### config.mk
export PLATFORM = sky130hd
export DESIGN_NAME = ring_arbiter
export DESIGN_NICKNAME = d
export VERILOG_FILES = /design/src/rtl/ring_pkg.sv /design/src/rtl/ring_arbiter_rr_pick.sv /design/src/rtl/ring_arbiter.sv
export SDC_FILE = /design/constraint.sdc
export NUM_CORES = 1
export LEC_CHECK = 0
export BUFFER_PORTS_ARGS = -buffer_cell sky130_fd_sc_hd__buf_2
export CAP_MARGIN = 20
export CELL_PAD_IN_SITES_DETAIL_PLACEMENT = 0
export CELL_PAD_IN_SITES_GLOBAL_PLACEMENT = 1
export CORE_AREA = 5 5 180 182
export CTS_CLUSTER_DIAMETER = 50
export DETAILED_ROUTE_END_ITERATION = 7
export DIE_AREA = 0 0 185 187
export PLACE_DENSITY = 0.8
export SYNTH_ARGS = -nofsm -noshare
export SYNTH_HDL_FRONTEND = slang
export SYNTH_SLANG_ARGS = --single-unit
### constraint.sdc
create_clock -name clk -period 1.71 [get_ports clk]
set_input_delay 0.513 -clock clk [delete_from_list [all_inputs] [get_ports clk]]
set_output_delay 0.513 -clock clk [all_outputs]
set_load 0.02 [all_outputs]
### src/rtl/ring_pkg.sv
// Shared types and helpers for the ring arbiter: FSM state, beat geometry,
// counter-width helper and line-address alignment.
// Pure declarations, no logic of its own.
package ring_pkg;

  typedef enum logic [1:0] {
    IDLE   = 2'd0,
    REQ    = 2'd1,
    STREAM = 2'd2,
    DONE   = 2'd3
  } arb_state_t;

  localparam int unsigned BEAT_BYTES     = 8;
  localparam int unsigned DEF_LINE_BEATS = 8192;
  localparam int unsigned LINE_BYTES     = DEF_LINE_BEATS * BEAT_BYTES;

  // Width of a counter/index covering 0..n-1, never narrower than one bit
  function automatic int unsigned cnt_w(input int unsigned n);
    return (n < 2) ? 1 : $clog2(n);
  endfunction

  // Clear the in-line byte offset; line_bytes must be a power of two
  function automatic logic [63:0] align_line(input logic [63:0] addr,
                                             input int unsigned line_bytes);
    return addr & ~(64'(line_bytes) - 64'd1);
  endfunction

endpackage

### src/rtl/ring_arbiter_rr_pick.sv
// Rotate-priority picker: first asserted req at or above ptr, wrapping mod N.
// Latency: purely combinational.
// Backpressure: none; the caller decides when to act on gnt_idx.
module rr_pick #(
  parameter int unsigned N     = 4,
  parameter int unsigned PTR_W = 2
) (
  input  logic [N-1:0]     req,
  input  logic [PTR_W-1:0] ptr,
  output logic [PTR_W-1:0] gnt_idx,
  output logic             gnt_any
);

  logic [PTR_W-1:0] cand;

  // Walk offsets from farthest to nearest so the nearest requester after ptr wins
  always_comb begin
    gnt_idx = ptr;
    cand    = ptr;
    for (int i = int'(N) - 1; i >= 0; i--) begin
      cand = PTR_W'((int'(ptr) + i) % int'(N));
      if (req[cand]) gnt_idx = cand;
    end
  end

  assign gnt_any = |req;

endmodule

### src/rtl/ring_arbiter.sv
// Round-robin arbiter of N core fill requests onto one L2 read port; beats routed back to owner.
// Latency: l2_req one cycle after a request is seen in IDLE; each c_rvalid one cycle after l2_rvalid.
// Backpressure: l2_req held until l2_gnt; no beat backpressure. Optional watchdog: RING_ARB_TIMEOUT_EN.
module ring_arbiter
  import ring_pkg::*;
#(
  parameter int unsigned N_CORES    = 4,
  parameter int unsigned ADDR_W     = 64,   // at most 64
  parameter int unsigned DATA_W     = 64,
  parameter int unsigned LINE_BEATS = DEF_LINE_BEATS,
  parameter int unsigned TIMEOUT    = 1024
) (
  input  logic                        clk,
  input  logic                        rst,
  input  logic [N_CORES-1:0]          c_req,
  input  logic [N_CORES*ADDR_W-1:0]   c_addr,
  output logic [N_CORES-1:0]          c_ready,
  output logic [N_CORES-1:0]          c_rvalid,
  output logic [DATA_W-1:0]           c_rdata,
  output logic                        l2_req,
  output logic [ADDR_W-1:0]           l2_addr,
  input  logic                        l2_gnt,
  input  logic                        l2_rvalid,
  input  logic [DATA_W-1:0]           l2_rdata,
  output logic                        arb_err
);

  localparam int unsigned       PTR_W     = cnt_w(N_CORES);
  localparam int unsigned       BEAT_W    = cnt_w(LINE_BEATS);
  // Aligning an all-ones address yields the line mask itself
  localparam logic [63:0]       MASK64    = align_line('1, LINE_BEATS * BEAT_BYTES);
  localparam logic [ADDR_W-1:0] LINE_MASK = MASK64[ADDR_W-1:0];
  localparam logic [BEAT_W-1:0] LAST_BEAT = BEAT_W'(LINE_BEATS - 1);
  localparam logic [PTR_W-1:0]  LAST_CORE = PTR_W'(N_CORES - 1);

  arb_state_t          state_q, state_d;
  logic [PTR_W-1:0]    owner_q, owner_d;
  logic [PTR_W-1:0]    rr_ptr_q, rr_ptr_d;
  logic [ADDR_W-1:0]   addr_q, addr_d;
  logic [BEAT_W-1:0]   beat_cnt_q, beat_cnt_d;
  logic                rvalid_q, rvalid_d;
  logic [DATA_W-1:0]   rdata_q, rdata_d;

  logic [PTR_W-1:0]    pick_idx;
  logic                pick_any;
  logic [N_CORES-1:0]  owner_oh;
  logic                wd_fire;
  logic [ADDR_W-1:0]   addr_arr [N_CORES];

  for (genvar g = 0; g < N_CORES; g++) begin : g_addr
    assign addr_arr[g] = c_addr[g*ADDR_W +: ADDR_W];
  end

  rr_pick #(
    .N     (N_CORES),
    .PTR_W (PTR_W)
  ) u_pick (
    .req     (c_req),
    .ptr     (rr_ptr_q),
    .gnt_idx (pick_idx),
    .gnt_any (pick_any)
  );

`ifdef RING_ARB_TIMEOUT_EN
  localparam int unsigned WD_W = cnt_w(TIMEOUT);

  logic [WD_W-1:0] wd_q, wd_d;
  logic            err_q, err_d;

  // Count consecutive dead cycles while waiting on L2; fire on the TIMEOUT-th
  always_comb begin
    wd_d    = '0;
    err_d   = 1'b0;
    wd_fire = 1'b0;
    if (state_q == REQ || state_q == STREAM) begin
      if ((state_q == REQ && l2_gnt) || l2_rvalid) begin
        wd_d = '0;
      end else if (wd_q == WD_W'(TIMEOUT - 1)) begin
        wd_fire = 1'b1;
        err_d   = 1'b1;
      end else begin
        wd_d = wd_q + 1'b1;
      end
    end
  end

  // Watchdog counter and error pulse register
  always_ff @(posedge clk or negedge rst) begin
    if (!rst) begin
      wd_q  <= '0;
      err_q <= 1'b0;
    end else begin
      wd_q  <= wd_d;
      err_q <= err_d;
    end
  end

  assign arb_err = err_q;
`else
  logic unused_timeout;

  assign wd_fire        = 1'b0;
  assign arb_err        = 1'b0;
  assign unused_timeout = (TIMEOUT == 0);
`endif

  // Next state plus grant latch, beat register, beat counter and pointer rotation
  always_comb begin
    state_d    = state_q;
    owner_d    = owner_q;
    rr_ptr_d   = rr_ptr_q;
    addr_d     = addr_q;
    beat_cnt_d = beat_cnt_q;
    rvalid_d   = 1'b0;
    rdata_d    = rdata_q;
    unique case (state_q)
      IDLE: begin
        if (pick_any) begin
          owner_d = pick_idx;
          addr_d  = addr_arr[pick_idx] & LINE_MASK;
          state_d = REQ;
        end
      end
      REQ: begin
        if (wd_fire)     state_d = DONE;
        else if (l2_gnt) state_d = STREAM;
      end
      STREAM: begin
        if (l2_rvalid) begin
          rvalid_d = 1'b1;
          rdata_d  = l2_rdata;
          // Counter parks on the last index; DONE is the only place it returns to 0
          if (beat_cnt_q == LAST_BEAT) state_d = DONE;
          else                         beat_cnt_d = beat_cnt_q + 1'b1;
        end else if (wd_fire) begin
          state_d = DONE;
        end
      end
      DONE: begin
        rr_ptr_d   = (owner_q == LAST_CORE) ? '0 : owner_q + 1'b1;
        beat_cnt_d = '0;
        state_d    = IDLE;
      end
      default: state_d = IDLE;
    endcase
  end

  // Arbiter state registers; reset mid-line drops the line without a completion
  always_ff @(posedge clk or negedge rst) begin
    if (!rst) begin
      state_q    <= IDLE;
      owner_q    <= '0;
      rr_ptr_q   <= '0;
      addr_q     <= '0;
      beat_cnt_q <= '0;
      rvalid_q   <= 1'b0;
      rdata_q    <= '0;
    end else begin
      state_q    <= state_d;
      owner_q    <= owner_d;
      rr_ptr_q   <= rr_ptr_d;
      addr_q     <= addr_d;
      beat_cnt_q <= beat_cnt_d;
      rvalid_q   <= rvalid_d;
      rdata_q    <= rdata_d;
    end
  end

  assign owner_oh = {{(N_CORES-1){1'b0}}, 1'b1} << owner_q;
  assign l2_req   = (state_q == REQ);
  assign l2_addr  = addr_q;
  assign c_rvalid = rvalid_q ? owner_oh : '0;
  // DONE coincides with the registered copy of the last beat
  assign c_ready  = (state_q == DONE) ? owner_oh : '0;
  assign c_rdata  = rdata_q;

endmodule
Word-level counts from Yosys, hierarchy flattened
Cells that the tools add are included.
Operators by class
  muxes and demuxes: 28
  $add $sub $neg: 5
  shift-type cells: 1
  multiply operators: 0
  divide/modulo/power cells: 0
  reductions and logical operators: 7
  magnitude comparators: 5
  bitwise logic cells: 1
  eq/ne operators: 10
Operator list (number)
  64-bit binary-select mux with 2-bit select: 1
  64-bit 2-to-1 mux: 2
  13-bit 2-to-1 mux: 2
  13-bit one-hot mux with 2 select lines: 1
  2-bit 2-to-1 mux: 9
  13-bit by 1-bit adder with 13-bit output (second input constant): 1
  13-bit == test (second input constant): 1
  2-bit by 3-bit less-than comparator with 1-bit output (second input constant): 4
  1-bit binary-select mux with 2-bit select: 4
  4-bit 2-to-1 mux: 2
  2-bit inequality test (second input constant): 4
  2-bit one-hot mux with 4 select lines: 1
  2-bit == test (second input constant): 3
  1-bit 2-to-1 mux: 6
  2-bit by 1-bit adder with 2-bit output (second input constant): 2
  2-bit adder (second input constant): 2
  2-bit AND reduction: 2
  4-bit AND reduction: 1
  4-bit OR reduction: 1
  1-bit by 2-bit << shifter with 4-bit output (first input constant): 1
  3-bit >= comparator (second input constant): 1
  2-bit NOT with 3-bit output: 1
  3-bit AND reduction: 1
  2-bit by 1-bit == test with 1-bit output (second input constant): 1
  other kinds (3): 3
Storage, ports and cells
  bits in writable memories: 0
  memories kept: 0
  memory bits (read-only): 0
  bits of input ports: 328
  word-level logic and storage cells: 64
  latch bits: 0
  flip-flop bits (word level): 132

Depth between registers and ports, before layout
  depth in word-level cells: 11
  mapped depth: 9

By module
A second synthesis with hierarchy kept.
Second synthesis, totals
  cell total of the unflattened synthesis: 451
  area, all modules: 6747.7 µm²
Modules (own cells, without submodules)
  ring_arbiter: area each 6647.6 µm², cells an instance 435, seq. area each 3303.2 µm², instances 1
  rr_pick: area each 100.1 µm², cells an instance 16, seq. area each 0.0 µm², instances 1

Least setup slack after synthesis
No wires, ideal clock.
  path kind: in2reg
  from: input c_req[0]
  to: register addr_q[54] (netlist: l2_addr[54])
  arrival: 1.780 ns
  library setup time: 0.134 ns
  path slack: -0.204 ns
  cell stages on the path: 7
  cells stage by stage: nor2b_1 > a2111o_1 > a21o_1 > buf_6 > buf_6 > a211oi_2 > a211oi_2
Between the ends
  word-level cells in the longest chain between the ends: 10
  elaborated cells on any way between the ends: 18
  classes of those cells: mux (15); bitwise (1); reduce/logical (2)
Ends and longest elaborated chain
  start: declaration: line ring_arbiter.sv:15  | input logic [N_CORES-1:0] c_req,
  1-bit binary-select mux with 2-bit select: line ring_arbiter_rr_pick.sv:22  | if (req[cand]) gnt_idx = cand;
  1-bit 2-to-1 mux (implied by the code): line ring_arbiter_rr_pick.sv:22
  2-bit 2-to-1 mux (4 in a row): line ring_arbiter_rr_pick.sv:22
  2-bit NOT with 3-bit output (implied by the code): line ring_arbiter.sv:120  | addr_d = addr_arr[pick_idx] & LINE_MASK;
  64-bit binary-select mux with 2-bit select: line ring_arbiter.sv:120
  64-bit 2-to-1 mux (implied by the code) (2 in a row): line ring_arbiter.sv:120
  end signal: assignment: line ring_arbiter.sv:162  | addr_q <= addr_d;
  end: declaration: line ring_arbiter.sv:39  | logic [ADDR_W-1:0] addr_q, addr_d;
Parallel ways exist; a longest one is shown, timed or not. The select of a mux whose other input is x is not followed.
A chain may end at the register's enable or synchronous reset.

Final worst setup path
  from: register owner_q[0]
  to: output c_ready[0]
Between the ends
  word-level cells in the longest chain between the ends: 2
Ends and longest elaborated chain
  start: declaration: line ring_arbiter.sv:37  | logic [PTR_W-1:0] owner_q, owner_d;
  start signal: assignment: line ring_arbiter.sv:160  | owner_q <= owner_d;
  1-bit by 2-bit << shifter with 4-bit output: line ring_arbiter.sv:169  | assign owner_oh = {{(N_CORES-1){1'b0}}, 1'b1} << owner_q;
  4-bit 2-to-1 mux: line ring_arbiter.sv:174  | assign c_ready = (state_q == DONE) ? owner_oh : '0;
  end: declaration: line ring_arbiter.sv:17  | output logic [N_CORES-1:0] c_ready,
No other way between the ends.

==> impl_metrics.ini <==
[global_routing]
antenna_found_initial = 0
grt_pass1_wl_um = 43020
grt_usage_pct = 15.69
grt_pass1_vias = 7598
grt_max_degree = 33
grt_overflow_total = 0

[routing]
drt_first_pass_iters = 4
drt-initial-drc-count = 214
drtAntennaViolNets = 0
wire_per_inst_um = 18.63
wl_um = 28920
routed_via_density = 4.641
drc_errors = 0
num_vias = 7203

[finish]
final_cells = 1552
final_nets = 1480
layout_common_cells = buf_2 (374), dfrtp_1 (128), a211oi_2 (79), mux2_2 (67), buf_4 (63)
fillers = 2976
final_common_cell = buf_2
ff_latch_area_um2 = 3308
antennaDiodeCount = 0
multiInputGateArea_um2 = 4551
drive_gt1_share_pct = 66.09
final_core_util_pct = 40.50
synthToLayoutAreaGrowth_pct = 63.89

[yosys]
yosys-top-cells-area = dfrtp_1 (44%), mux2_2 (10%), a211oi_2 (9.7%), a211oi_1 (8.5%), mux2i_1 (6.4%)
ys_ff_latch = 132
seq_area_frac_synth_pct = 43.93
synth_cells = 686
ys_async_sr_fraction_pct = 100.0
synthFlopType = dfrtp_1
ys_types = 48
yosysTopAreaCellShare_pct = 43.93
syn-mean-instance-area_um2 = 10.96
yosysWarnings = 0
synth_edf_count = 0
syn_area_um2 = 7520
synth_largest_area_cell = dfrtp_1

[run]
drv_cap = 0

[clock_tree]
cts_root_buf = clkbuf_16
clk_pin_slew_worst_paths_ps = 70
cts_max_level = 4
cts_tree = yes
clock_path_buffers = 2
clkLatencyLatePin_ps = 420
clock-sinks = 132
cts_made_buffers = 17

[power_and_ir_drop]
power.density_nw_per_um2 = 1794
p_leak_nw = 5.488
power_mw = 22.12
vdd_drop_max_uv = 744.6

[critical_path]
worstSetupStartpoint = owner_q[0]
end_kind = output port
cp-start-kind = flop
r2r-end = l2_addr[61]
rr_worst_depth = 8
r2r_slack_ps = -190
crit_end = c_ready[0]
slowest_stage = dfrtp_2
cp_cell_sequence = inv_4 > ha_4 > and2_4 > buf_6
critPathArrivalTime_ps = 1400
cp_slowest_stage_delay_ps = 460
worstSetupPathType = reg -> out
crit_fanout = 4
required_ps = 1200
r2r-start = rr_ptr_q[0]

[status]
violations = setup timing
status = finished with violations

[timing]
setup-violations-final = 60
finClkSkew_ps = 6.671
tns_ps = -8378
hold_ws_ps = 315.9
post-route-period-util_pct = 112.0
setup_ws_ps = -205.3
maxSlewViolCount = 0
rsz0062_at_grt = yes
hold_viol = 0
max_freq_mhz = 522.1
period_needed_ps = 1915

[floorplan]
die_h_um = 187
fp-row-count = 64
ios = 466
die-area_um2 = 34600
core_um2 = 30430
initial_utilization_pct = 24.71
die_w_um = 185

[place]
dp.final_hpwl_um = 21320
io_buffers = 384
place_congestion = 0.7922
dp_cells = 1491

[hold_path]
hold_class = in -> reg
[what timing repair did]
action,4_1_cts,5_1_grt
buffers inserted,11,13
resized for setup,96,86
gates cloned,5,3
pin swaps,25,28
hold endpoints to repair,24,0
endpoints found under the setup margin,129,92
hold buffers,1,0
[kinds of logic (layout without fill, tap and decap cells)]
family                     after synthesis  count (layout)  synth area share [%]
xor gates and xnor gates                 7               7                0.8153
AOI/OAI and AO/OA                      181             182                 21.40
and+or+nand+nor                        156             156                 9.235
DFF                                    132             132                 43.93
adders and majority gates                9               9                 1.498
buffers and inverters                   85             538                 6.655
other                                    1              17               0.04987
muxes                                  115             115                 16.42
[per-stage QoR]
step / setup WS, ps / area [µm²]
2_1_floorplan: -124.8 / 7675
3_3_place_gp: -518.8 / 10530
3_5_place_dp: -530.6 / 10530
4_1_cts: -258.2 / 11800
5_1_grt: -253.6 / 12320
6_report: -205.3 / 12320
[routing by layer]
layer	GRT usage, %	wire [µm]
met2	28.11	15060
met3	2.412	1252
met5	0	0
met1	19.39	12010
met4	4.489	601
[power by group]
group / leakage, nW / internal, mW / switching, mW / total (mW)
registers: 1.55 / 4.62 / 0.816 / 5.44
clock network: 0.284 / 2.07 / 1.68 / 3.75
logic: 3.66 / 6.02 / 6.92 / 12.9
total: 5.49 / 12.7 / 9.41 / 22.1
[registers in the layout (all words and copies together) (netlist names)]
signal	count
rr_ptr_q	2
state_q	2
rvalid_q	1
beat_cnt_q	13
l2_addr	48
c_rdata	64
owner_q	2
[Yosys cell counts, types with 5 or more instances]
| master | number |
|---|---|
| nand3_1 | 7 |
| buf_2 | 19 |
| o21ai_0 | 12 |
| nor2b_1 | 7 |
| clkbuf_1 | 26 |
| nor2_1 | 59 |
| buf_6 | 10 |
| inv_1 | 9 |
| mux2i_1 | 48 |
| xor2_1 | 5 |
| a211oi_1 | 85 |
| nand2_1 | 55 |
| and2_1 | 10 |
| dfrtp_1 | 132 |
| mux2_2 | 67 |
| nand4_1 | 5 |
| a211oi_2 | 58 |
| a21oi_1 | 9 |
| buf_4 | 19 |
| ha_1 | 9 |
[worst min-delay path by stage]
stage	slack [ps]	cells past startpoint	endpoint	start
after floorplan	220	0	beat_cnt_q[0]	rst
after global placement	440	1	beat_cnt_q[3]	rst
after detailed placement	440	1	beat_cnt_q[3]	rst
after CTS	290	2	c_rdata[53]	l2_rdata[53]
after global routing	300	2	c_rdata[53]	l2_rdata[53]
final	320	2	c_rdata[53]	l2_rdata[53]
[worst max-delay path, delay by kind of cell, from the launching register on]
kind                       cells  cell delay [ps]
buffers and inverters          2              200
adders and majority gates      1              170
and+or+nand+nor                1              150
DFF                            1              460
[layout make-up]
| type | instances | area share [%] |
|---|---|---|
| Multi-Input combinational cell | 486 | 36.92 |
| Timing Repair Buffer | 496 | 27.05 |
| Sequential cell | 132 | 26.84 |
| Tap cell | 396 | 4.020 |
| Clock buffer | 17 | 3.452 |
| Clock inverter | 15 | 1.289 |
| Inverter | 10 | 0.4264 |
(Power assumes the default switching activity.)
